==> src/rtl/eq_band_scheduler_if.sv <==
// Sample, coefficient-ROM and result signals of the band scheduler.
// Latency: none, signal bundle only.
// Backpressure: none; the scheduler drops samples that arrive while busy.
interface eq_band_scheduler_if;
  logic signed [15:0] sample_in;
  logic               sample_valid;
  logic        [7:0]  coef_addr;
  logic signed [15:0] coef_data;
  logic               busy;
  logic               out_valid;
  logic        [1:0]  out_band;
  logic signed [15:0] out_data;
  logic               overrun;

  // Sample source and coefficient ROM side
  modport master (
    output sample_in, sample_valid, coef_data,
    input  coef_addr, busy, out_valid, out_band, out_data, overrun
  );

  // Scheduler side
  modport slave (
    input  sample_in, sample_valid, coef_data,
    output coef_addr, busy, out_valid, out_band, out_data, overrun
  );
endinterface

==> src/rtl/eq_band_scheduler.sv <==
// Multi-band FIR equalizer: one shared 16x16 MAC runs TAPS taps per band over a circular delay line.
// Latency: band b result strobes 60+60*b cycles after the accepting sample_valid (TAPS=57); idle again after the last band.
// Backpressure: none; a sample_valid while busy is dropped and sets the sticky overrun flag.
module eq_band_scheduler #(
  parameter int TAPS  = 57,
  parameter int BANDS = 3,
  parameter int FRAC  = 14
) (
  input logic                 clock_50,
  input logic                 reset,
  eq_band_scheduler_if.slave  bus
);

  localparam logic [1:0] IDLE  = 2'd0;
  localparam logic [1:0] MAC   = 2'd1;
  localparam logic [1:0] DRAIN = 2'd2;
  localparam logic [1:0] OUT   = 2'd3;

  localparam logic [5:0] LAST_TAP  = 6'(TAPS - 1);
  localparam logic [5:0] NTAPS     = 6'(TAPS);
  localparam logic [1:0] LAST_BAND = 2'(BANDS - 1);

  logic        [1:0]  state;
  logic        [1:0]  band;
  logic        [5:0]  tap;
  logic               drain_cnt;
  logic signed [15:0] dline [TAPS];
  logic        [5:0]  wr_ptr;
  logic        [5:0]  newest;
  logic        [5:0]  rd_idx;
  logic signed [15:0] tap_sample;
  logic               tap_vld;
  logic signed [31:0] product;
  logic               prod_vld;
  logic signed [39:0] acc;
  logic signed [39:0] acc_sh;
  logic signed [15:0] sat_val;
  logic        [7:0]  addr_hold;
  logic signed [15:0] out_hold;
  logic        [1:0]  band_hold;
  logic               overrun_r;
  logic               accept;

  assign accept = (state == IDLE) && bus.sample_valid;

  // Tap k lives k slots behind the newest entry, wrapping around the ring
  always_comb begin
    rd_idx = '0;
    if (newest >= tap) rd_idx = newest - tap;
    else               rd_idx = newest + NTAPS - tap;
  end

  // Scale back from Q2.14 products and clamp to the 16-bit output range
  assign acc_sh = acc >>> FRAC;
  always_comb begin
    sat_val = acc_sh[15:0];
    if (acc_sh > 40'sd32767)       sat_val = 16'sh7fff;
    else if (acc_sh < -40'sd32768) sat_val = 16'sh8000;
  end

  // Sequencer: per band, TAPS MAC cycles, 2 pipeline drain cycles, 1 output cycle
  always_ff @(posedge clock_50) begin
    if (reset) begin
      state     <= IDLE;
      band      <= '0;
      tap       <= '0;
      drain_cnt <= 1'b0;
    end else begin
      case (state)
        IDLE: begin
          if (bus.sample_valid) begin
            state <= MAC;
            band  <= '0;
            tap   <= '0;
          end
        end
        MAC: begin
          if (tap == LAST_TAP) begin
            state     <= DRAIN;
            drain_cnt <= 1'b0;
          end else begin
            tap <= tap + 6'd1;
          end
        end
        DRAIN: begin
          if (drain_cnt) state <= OUT;
          else           drain_cnt <= 1'b1;
        end
        default: begin
          if (band < LAST_BAND) begin
            band  <= band + 2'd1;
            tap   <= '0;
            state <= MAC;
          end else begin
            state <= IDLE;
          end
        end
      endcase
    end
  end

  // Delay line: accepted samples overwrite the oldest slot
  always_ff @(posedge clock_50) begin
    if (reset) begin
      for (int i = 0; i < TAPS; i++) dline[i] <= '0;
      wr_ptr <= '0;
      newest <= '0;
    end else if (accept) begin
      dline[wr_ptr] <= bus.sample_in;
      newest        <= wr_ptr;
      wr_ptr        <= (wr_ptr == LAST_TAP) ? 6'd0 : wr_ptr + 6'd1;
    end
  end

  // MAC pipeline: sample read lines up with ROM data, product registered, then accumulated
  always_ff @(posedge clock_50) begin
    if (reset) begin
      tap_vld    <= 1'b0;
      tap_sample <= '0;
      prod_vld   <= 1'b0;
      product    <= '0;
      acc        <= '0;
    end else begin
      tap_vld    <= (state == MAC);
      tap_sample <= dline[rd_idx];
      prod_vld   <= tap_vld;
      product    <= tap_sample * $signed(bus.coef_data);
      if (accept || (state == OUT))
        acc <= '0;
      else if (prod_vld)
        acc <= acc + $signed({{8{product[31]}}, product});
    end
  end

  // Held outputs and sticky overrun
  always_ff @(posedge clock_50) begin
    if (reset) begin
      addr_hold <= '0;
      out_hold  <= '0;
      band_hold <= '0;
      overrun_r <= 1'b0;
    end else begin
      if (state == MAC) addr_hold <= {band, tap};
      if (state == OUT) begin
        out_hold  <= sat_val;
        band_hold <= band;
      end
      if (bus.sample_valid && (state != IDLE)) overrun_r <= 1'b1;
    end
  end

  assign bus.busy      = (state != IDLE);
  assign bus.out_valid = (state == OUT);
  assign bus.out_data  = (state == OUT) ? sat_val : out_hold;
  assign bus.out_band  = (state == OUT) ? band : band_hold;
  assign bus.coef_addr = (state == MAC) ? {band, tap} : addr_hold;
  assign bus.overrun   = overrun_r;

endmodule

==> src/flat_wrapper.sv <==
// flat-port wrapper written by rule: the top's interface ports become plain ports
module eq_band_scheduler_flat 
#(
  parameter int TAPS  = 57,
  parameter int BANDS = 3,
  parameter int FRAC  = 14
)
  (clock_50, reset, bus_sample_in, bus_sample_valid, bus_coef_data, bus_coef_addr, bus_busy, bus_out_valid, bus_out_band, bus_out_data, bus_overrun);
  eq_band_scheduler_if bus_i ();
  input logic clock_50;
  input logic reset;
  input wire logic [$bits(bus_i.sample_in)-1:0] bus_sample_in;
  input wire logic [$bits(bus_i.sample_valid)-1:0] bus_sample_valid;
  input wire logic [$bits(bus_i.coef_data)-1:0] bus_coef_data;
  output wire logic [$bits(bus_i.coef_addr)-1:0] bus_coef_addr;
  output wire logic [$bits(bus_i.busy)-1:0] bus_busy;
  output wire logic [$bits(bus_i.out_valid)-1:0] bus_out_valid;
  output wire logic [$bits(bus_i.out_band)-1:0] bus_out_band;
  output wire logic [$bits(bus_i.out_data)-1:0] bus_out_data;
  output wire logic [$bits(bus_i.overrun)-1:0] bus_overrun;
  assign bus_i.sample_in = bus_sample_in;
  assign bus_i.sample_valid = bus_sample_valid;
  assign bus_i.coef_data = bus_coef_data;
  assign bus_coef_addr = bus_i.coef_addr;
  assign bus_busy = bus_i.busy;
  assign bus_out_valid = bus_i.out_valid;
  assign bus_out_band = bus_i.out_band;
  assign bus_out_data = bus_i.out_data;
  assign bus_overrun = bus_i.overrun;
  eq_band_scheduler #(.TAPS(TAPS), .BANDS(BANDS), .FRAC(FRAC)) u_core (.clock_50(clock_50), .reset(reset), .bus(bus_i));
endmodule
==> config.mk <==
export PLATFORM = sky130hd
export DESIGN_NAME = eq_band_scheduler_flat
export DESIGN_NICKNAME = d
export VERILOG_FILES = /design/src/rtl/eq_band_scheduler_if.sv /design/src/rtl/eq_band_scheduler.sv /design/src/flat_wrapper.sv
export SDC_FILE = /design/constraint.sdc
export NUM_CORES = 2
export LEC_CHECK = 0
export ABC_AREA = 1
export CORE_MARGIN = 4
export CORE_UTILIZATION = 59
export CTS_CLUSTER_DIAMETER = 40
export DETAILED_ROUTE_END_ITERATION = 16
export DONT_BUFFER_PORTS = 1
export PLACE_DENSITY = 0.78
export RECOVER_POWER = 25
export SLEW_MARGIN = 30
export SYNTH_ARGS = -nofsm -noshare
export SYNTH_HDL_FRONTEND = slang
export SYNTH_SLANG_ARGS = --single-unit
==> constraint.sdc <==
create_clock -name clock_50 -period 6.4 [get_ports clock_50]
set_clock_uncertainty 0.15 [all_clocks]
set_input_delay 1.28 -clock clock_50 [delete_from_list [all_inputs] [get_ports clock_50]]
set_output_delay 1.28 -clock clock_50 [all_outputs]
set_load 0.02 [all_outputs]
==> metrics.md <==
| Metric | Value |
|---|---|
| Avg WL per Cell | `20.2 µm` |
| Total track usage | `0.312` |
| CTS H-tree depth | `4` |
| GRT overflow | `0` |
| Most frequent cells in the layout | `nand2_1, inv_1, nor2_1` |
| CTS Sinks | `1164` |
| Max Freq | `0.164 GHz` |
| Synth Flop Type | `edfxtp_1` |
| Fin. Hold Viols | `0` |
| Worst Slack Setup Final | `0.309 ns` |
| Most common cell on crit path | `fa_1` |
| Max clock buf depth | `3` |
| Post-Synthesis Mean Instance Area | `8.48 µm²` |
| Post-synth EDFFs | `1024` |
| Slew @ Worst Pin | `1.88 ns` |
| Commonest non-fill, non-tap cell in the layout | `nand2_1` |
| GRT Max-Usage Layer | `met2` |
| Area Growth Syn to Fin | `9.54%` |
| Die Y | `345 µm` |
| CP Data Arrival Time | `6.53 ns` |
| Sequential cell area | `33600 µm²` |
| Slew margin rel. | `-0.260` |
| Starting Density | `0.596` |
| Hpwl dp | `121000 µm` |
| Routed vias/inst | `5.66` |
| Crit. End Element | `flip-flop` |
| WP data required | `6.84 ns` |
| Layout Nets | `8203` |
| Post-synth top area cell | `edfxtp_1` |
| Final core area utilization | `0.653` |
| Post-synth ARST share | `0` |
| Area contributors post-synth | `edfxtp_1, nand2_1, inv_1, fa_1, nand3_1` |
| First-pass DRT Iterations | `6` |
| Initial antenna violation count | `3` |
| Yosys reg bits | `1164` |
| IO Port Bufs | `0` |
| Residual DRC | `0` |
| Worst-Skew Late Latency | `0.79 ns` |
| Root Buffer | `clkbuf_16` |
| Crit path time final | `6.09 ns` |
| Clock-pin slew on the worst setup and hold paths | `0.06 ns` |
| Met1 Usage GRT | `0.400` |
| Setup Fix Bufs, Post-CTS | `0` |
| Slowest CP cell | `dfxtp_1` |
| Max-cap violations | `3` |
| I/O pin cnt | `64` |
| First-pass GRT wire length | `291000 µm` |
| Hold Crit Class | `reg2reg` |
| Warnings from Yosys | `0` |
| Placer Congestion | `0.981` |
| Cts bufs inserted | `145` |
| Synthesized area | `67100 µm²` |
| RSZ-0062 raised after global routing | `no` |
| Failing checks | `max-capacitance violations, max-slew violations` |
| CTS tree | `built` |
| Sequential share of the synthesized area | `0.500` |
| Row cnt | `123` |
| Diode count | `0` |
| DR vias | `53.1k` |
| Area of the multi-input gates | `26000 µm²` |
| Slowest Stage Delay on Critical Path | `0.77 ns` |
| Die extent in x | `345 µm` |
| Crit Path Max Fanout | `11` |
| Largest net degree at the start of global routing | `146` |
| Detail Route Antenna Nets | `0` |
| Final wirelength | `189000 µm` |
| Layout filler cell count | `8873` |
| Final setup violation count | `0` |
| Met2 Usage GRT | `0.507` |
| Crit share post-route | `0.952` |
| Syn Nets | `8363` |
| Setup CP Type | `reg2reg` |
| Run status | `finished with violations` |
| CORE AREA | `113000 µm²` |
| Critical Path, Cell by Cell | `buf_4 > nand2_1 > fa_1 > inv_1 > fa_1 > fa_1 > fa_1 > fa_1 > inv_1 > fa_1 > inv_1 > ha_1 > nand2_1 > nor4_2 > nand3_1 > nand3_1 > o21ai_0 > a21oi_1` |
| CTS hold repair buffers | `0` |
| Setup TNS | `0 ns` |
| Count of different cell masters after synthesis | `47` |
| Iter 0 DRT Violations | `6693` |
| Max-slew violation count | `63` |
| Vias in the first global route | `51.8k` |
| Yosys top cell area share | `0.458` |
| Die area | `119000 µm²` |
| Gate Count Post-Synth | `7919` |
| Share of cells above drive strength 1 | `0.0571` |
| CP startpoint kind | `flip-flop` |
| Worst slack, placed | `-0.213 ns` |
| Met3 GRT Util | `0.0654` |
-- flip-flops by register name (all words and copies together), names as in the netlist, 6 cells and up --
| register | cells |
|---|---|
| u_core.tap | 6 |
| u_core.dline | 1024 |
| u_core.out_hold | 16 |
| u_core.product | 32 |
| u_core.wr_ptr | 6 |
| u_core.addr_hold | 8 |
| u_core.tap_sample | 16 |
| u_core.newest | 6 |
| u_core.acc | 40 |
-- kinds of logic (layout without fill, tap and decap cells) --
| family | Yosys count | in the layout | synth area share |
|---|---|---|---|
| AOI/OAI and AO/OA | 384 | 384 | 0.0319 |
| xor gates and xnor gates | 31 | 31 | 0.00405 |
| adders and majority gates | 409 | 409 | 0.106 |
| buffers and inverters | 1944 | 1903 | 0.114 |
| DFF | 1164 | 1164 | 0.500 |
| and+or+nand+nor | 3987 | 3987 | 0.244 |
-- worst max-delay path, delay by kind of cell, from the launching register on --
| family | cells | cell delay [ns] |
|---|---|---|
| buf+inv | 4 | 0.40 |
| flops | 1 | 0.77 |
| simple gates | 5 | 0.78 |
| fa+ha+maj | 7 | 3.33 |
| compound gates | 2 | 0.49 |
-- per-layer routing --
layer | part of all wire | up-vias
met3 | 0.11 | 611
li1 | - | 24400
met1 | 0.37 | 25100
met5 | 0.00014 | -
met2 | 0.47 | 2979
met4 | 0.054 | 4
-- what timing repair did --
item                                   4_1_cts  5_1_grt
resized for setup                            0        2
endpoints found under the hold margin        0        0
setup endpoints to repair                    0        4
-- path summary, 6_finish.rpt --
check                         from                  to  slack (ns)  cells after the start
min reg2reg         u_core.tap_vld     u_core.prod_vld        0.27                      2
max          u_core.tap_sample[13]  u_core.product[24]        0.31                     18
max reg2reg  u_core.tap_sample[13]  u_core.product[24]        0.31                     18
min                 u_core.tap_vld     u_core.prod_vld        0.27                      2
-- cell type report --
cell class / instances / area share
inverters: 1480 / 0.0757
flip-flops and latches: 1164 / 0.456
clock buffers: 169 / 0.0520
well taps: 1500 / 0.0255
clock inverters: 97 / 0.0178
multi-input cells: 4811 / 0.354
repair buffers: 157 / 0.0183
-- cells in the mapped netlist (2+ instances only) --
cell,instances
nor2_1,1109
clkbuf_1,254
ha_1,143
nor3_1,25
buf_4,30
o21ai_2,3
edfxtp_1,1024
o221ai_1,6
buf_6,10
dfxtp_1,140
xor2_1,16
o21ai_0,130
a21o_1,10
inv_2,2
nand2_2,8
fa_1,266
buf_1,21
o21a_1,10
nor4_1,9
o21bai_1,12
a21oi_1,168
or2_2,6
nand3_1,973
a31oi_1,9
buf_2,149
a211oi_1,7
xnor2_1,15
o21ai_1,2
a21boi_0,9
nor3b_1,3
nand4_1,18
inv_1,1477
a221oi_1,4
o211ai_1,10
nand2_1,1829
-- stage by stage --
step	hold WS, ns	cell area [µm²]	instances
finish	0.269	73500	9378
global route	0.289	73500	9378
CTS	0.278	73500	9377
detailed placement	0.246	68400	9111
global placement	0.240	68400	9111
floorplan	0.238	67200	7919
Power is left out: the tool's default activity adds up to more than one toggle a clock period on the data nets, which glitch-free logic cannot reach.
